### config.mk
export PLATFORM = sky130hd
export DESIGN_NAME = mux_chan_sched
export DESIGN_NICKNAME = d
export VERILOG_FILES = /design/src/rtl/mux_chan_sched_pkg.sv /design/src/rtl/mux_chan_sched_rr_pick.sv /design/src/rtl/mux_chan_sched.sv
export SDC_FILE = /design/constraint.sdc
export NUM_CORES = 1
export LEC_CHECK = 0
export ABC_CLOCK_PERIOD_IN_PS = 3100
export BUFFER_PORTS_ARGS = -buffer_cell sky130_fd_sc_hd__buf_2
export CORE_ASPECT_RATIO = 1.4
export CORE_MARGIN = 10
export CORE_UTILIZATION = 30
export CTS_BUF_LIST = sky130_fd_sc_hd__clkbuf_8
export CTS_CLUSTER_DIAMETER = 80
export CTS_CLUSTER_SIZE = 10
export DETAILED_ROUTE_END_ITERATION = 6
export SYNTH_ARGS = -nofsm -noshare
export SYNTH_HDL_FRONTEND = slang
export SYNTH_SLANG_ARGS = --single-unit
### constraint.sdc
create_clock -name clk -period 3.1 [get_ports clk]
set_input_delay 0.31 -clock clk [delete_from_list [all_inputs] [get_ports clk]]
set_output_delay 0.31 -clock clk [all_outputs]
set_load 0.01 [all_outputs]
### src/rtl/mux_chan_sched_pkg.sv
// Shared constants and types for the round-robin mux channel scheduler.
package mux_chan_sched_pkg;

  localparam int unsigned NCH  = 4;
  localparam int unsigned CH_W = 2;

  typedef enum logic [1:0] {
    IDLE   = 2'd0,
    SAMPLE = 2'd1,
    VALID  = 2'd2
  } state_t;

  function automatic logic [NCH-1:0] ch_onehot(input logic [CH_W-1:0] c);
    logic [NCH-1:0] oh;
    oh    = '0;
    oh[c] = 1'b1;
    return oh;
  endfunction

endpackage

### src/rtl/mux_chan_sched_rr_pick.sv
// Combinational request picker: round-robin from last+1, or fixed priority from ch0.
module rr_pick
  import mux_chan_sched_pkg::*;
(
  input  logic [NCH-1:0]  req,
  input  logic [CH_W-1:0] last,
  input  logic            rr_en,
  output logic [CH_W-1:0] win,
  output logic            any
);

  logic [CH_W-1:0] start;
  logic [CH_W-1:0] idx;
  logic            found;

  always_comb begin
    start = rr_en ? (last + 2'd1) : '0;
    win   = '0;
    idx   = '0;
    found = 1'b0;
    // 2-bit index addition wraps mod 4, giving the ascending circular search
    for (int unsigned i = 0; i < NCH; i++) begin
      idx = start + CH_W'(i);
      if (!found && req[idx]) begin
        win   = idx;
        found = 1'b1;
      end
    end
    any = |req;
  end

endmodule

### src/rtl/mux_chan_sched.sv
// Channel scheduler driving an external 4:1 data mux select and registering its output
// into a valid/ready stream, with a one-cycle grant back to the served source.
module mux_chan_sched
  import mux_chan_sched_pkg::*;
#(
  parameter int unsigned WIDTH = 4,
  parameter bit          RR_EN = 1'b1
) (
  input  logic             clk,
  input  logic             rst,
  input  logic [NCH-1:0]   req,
  input  logic [WIDTH-1:0] mux_o,
  output logic [CH_W-1:0]  ch,
  output logic [NCH-1:0]   grant,
  output logic [WIDTH-1:0] out_data,
  output logic [CH_W-1:0]  out_ch,
  output logic             out_valid,
  input  logic             out_ready
);

  state_t          state, state_nx;
  logic [CH_W-1:0] ch_nx;
  logic [CH_W-1:0] last;
  logic [CH_W-1:0] win;
  logic            any;

  rr_pick u_pick (
    .req   (req),
    .last  (last),
    .rr_en (RR_EN),
    .win   (win),
    .any   (any)
  );

  always_ff @(posedge clk) begin
    if (rst) begin
      state    <= IDLE;
      ch       <= '0;
      out_data <= '0;
      out_ch   <= '0;
      last     <= '1;
    end else begin
      state <= state_nx;
      ch    <= ch_nx;
      // last updates at capture so the pick in VALID skips a lingering req bit
      if (state == SAMPLE) begin
        out_data <= mux_o;
        out_ch   <= ch;
        last     <= ch;
      end
    end
  end

  always_comb begin
    state_nx  = IDLE;
    ch_nx     = ch;
    grant     = '0;
    out_valid = 1'b0;
    case (state)
      IDLE: begin
        if (any) begin
          ch_nx    = win;
          state_nx = SAMPLE;
        end else begin
          state_nx = IDLE;
        end
      end
      SAMPLE: begin
        grant    = ch_onehot(ch);
        state_nx = VALID;
      end
      VALID: begin
        out_valid = 1'b1;
        state_nx  = VALID;
        if (out_ready) begin
          if (any) begin
            ch_nx    = win;
            state_nx = SAMPLE;
          end else begin
            state_nx = IDLE;
          end
        end
      end
      default: state_nx = IDLE;
    endcase
  end

endmodule

==> results.md <==
* Status: finished, final reports clean
* Die area at 0.00396 mm²
* Crit end category: output port
* Die width at 56.1 µm
* Final Instance Count excl. Fillers at 114
* Buffers on Ports at 23
* Core Rows at 18
* Die Y at 70.6 µm
* Area delta synth->final at 31.7%
* Final Util at 41.1%
* H-tree Lvls at 1
* Post CTS Setup Buffer Count at 0
* N_diodes at 0
* Worst Hold Depth at 3
* Minimum clock period at 1.72 ns
* Slew margin rel. at 73.1%
* Critical path fanouts, max at 7
* R2R cell count at 3
* Netlist Area Pre-Place at 548 µm²
* Final setup violating endpoints at 0
* Startpoint types: flip-flop
* Final Hold Violating Endpoints at 0
* WL per Instance at approximately 13 µm
* Max Clk Rate at just under 0.6 GHz
* DRC at 0
* CTS buffer count at 3
* Iter 0 DRT Violations at 6
* Post_cts resized at 0
* Post-Synthesis Cells at 70
* Vias at about 550
* Hold-fix buffers, CTS at 0
* Worst R2R Start: state[0]$_SDFF_PP0_
* Async SR Flop Fraction at 0%
* Core Region at 0.00176 mm²
* Initial antenna violation count at 0
* Count leader, synth: nand2_1
* Top post-synthesis cells by area: dfxtp_1, nand2_1, a21oi_1
* CP arrival at 1.41 ns
* Worst skew pair latency at ~0.23 ns
* Final hold slack at 0.319 ns
* CP Class: reg2out
* Hold crit path type: in2reg
* Global-route wire length before repair at about 2500 µm
* Worst path required time at 2.79 ns
* Vias in the first global route at 545
* Cell taking the most area after synthesis: dfxtp_1
* Worst Tran Pin Value at 0.402 ns
* Final nets at 107
* Clock sinks at 12
* Largest net degree at the start of global routing at 13
* IO Pins at 24
* Yosys Warn Count at 0
* Final antenna-violating net count at 0
* Routability Congestion at 0.739
* Most frequent cells after synthesis: nand2_1, dfxtp_1, a21oi_1
* Number of synthesized flops with an enable pin at 0
* Top-area cell type share of the netlist area at 43.8%
* Yosys reg bits at 12
* GRT Overall Usage at 7.38%
* Min-delay src: mux_o[0]
* Total negative slack at 0 ns
* CTS clk-pin slew, worst paths at approximately 0.05 ns
* Total Wirelength at 1450 µm
* Hold Path End: out_data[0]$_SDFFE_PP0P_
* Drt pass-1 iters at 4
* Worst vdd ir at 0.183 mV
* Maximum capacitance violations at 0
* CTS max path bufs at 2
* CTS tree: yes
* PwrDens at 550 mW/mm²
* Global route overflow at 0
* Initial core utilization at 31.2%
* Clock Skew at 0.00131 ns
* RSZ-0062 raised after global routing: no
* Dpl hpwl at 1130 µm
* Max-slew violations at 0
* Sequential share of the synthesized area at 43.8%
* Syn_nets at 81
* Main flop type after synthesis: dfxtp_1
* Layout cells sized above 1 at slightly below 30%
* Power consumption at 397 µW
* Via density at 4.78
* Placed cell count at 111
* Number of distinct library cells after synthesis at 19
* Lkg Pwr at between 0.0003 and 0.0004 µW
* R2R setup slack at a little under 2 ns
* Post-Syn Area per Cell at between 7 and 8 µm²
* Tcrit/Tclk final at 55.4%
* Clock root cell: clkbuf_8
* RR Endpoint: out_ch[0]$_SDFFE_PP0P_
## per-stage QoR
step / instance area (µm²) / worst slack, ns
global placement: 681 / 1.66
global route: 722 / 1.23
detailed placement: 681 / 1.62
finish: 722 / 1.38
floorplan: 548 / 1.77
CTS: 722 / 1.33
## power breakdown
| group | total [µW] | leakage [µW] | switching, µW | internal [µW] |
|---|---|---|---|---|
| sequential | 185 | 0.0000988 | 16.5 | 169 |
| clock | 136 | 0.0000216 | 50.6 | 85.1 |
| combinational | 76.4 | 0.000221 | 42.4 | 34.0 |
| total | 397 | 0.000341 | 109 | 288 |
## placed cells by master, fill, tap and decap left out, drive strengths merged
| cell | synthesis | routed |
|---|---|---|
| buf | 0 | 23 |
| nand2 | 18 | 18 |
| dfxtp | 12 | 12 |
| a21oi | 9 | 9 |
| nor2 | 6 | 6 |
| nor2b | 3 | 3 |
| inv | 3 | 3 |
| o21ai | 3 | 3 |
| clkbuf | 2 | 3 |
| nand2b | 2 | 2 |
| o22ai | 2 | 2 |
| o221ai | 2 | 2 |
| a311oi | 2 | 2 |
| nor3b | 1 | 1 |
| and3 | 1 | 1 |
| a221oi | 1 | 1 |
| a21o | 1 | 1 |
| nand3 | 1 | 1 |
| nor3 | 1 | 1 |
## worst max-delay path: stages (launching register included)
cell,delay [ns]
dfxtp_1,0.40
nor2b_1,0.39
nand2_1,0.15
nor2_1,0.10
buf_2,0.13
## sequential cells by signal (all words and copies together), names as in the netlist
register and flops:
ch 2, last 2, out_ch 2, out_data 4, state 2
## area by class of cell
type	count	area, µm²
Inverter	3	11.3
Fill cell	187	1030
Timing Repair Buffer	23	115
Sequential cell	12	240
Clock buffer	3	41.3
Multi-Input combinational cell	53	289
Tap cell	20	25.0
## worst max path at each step
| stage | startpoint | end | slack (ns) | depth (start not counted) |
|---|---|---|---|---|
| 2_1_floorplan | state[1]$_SDFF_PP0_ | grant[2] | 1.77 | 3 |
| 3_3_place_gp | state[0]$_SDFF_PP0_ | grant[1] | 1.66 | 4 |
| 3_5_place_dp | state[0]$_SDFF_PP0_ | grant[1] | 1.62 | 4 |
| 4_1_cts | state[0]$_SDFF_PP0_ | grant[1] | 1.33 | 4 |
| 5_1_grt | state[0]$_SDFF_PP0_ | grant[1] | 1.23 | 4 |
| 6_report | state[0]$_SDFF_PP0_ | grant[1] | 1.38 | 4 |
## kinds of logic (layout without fill, tap and decap cells)
kind of cell	after synthesis	in the layout	share of synthesized area [%]
buf+inv	5	29	3.43
simple gates	33	33	26.9
compound gates	20	20	25.8
flops	12	12	43.8
## layer usage
metal	wire length [µm]	vias up	global-route usage, %
met2	555	21	9.89
met1	745	231	9.13
met4	13	0	4.83
met3	137	2	3.39
met5	0	-	0
li1	-	291	-
No activity file was read; power rests on OpenSTA's default activity.
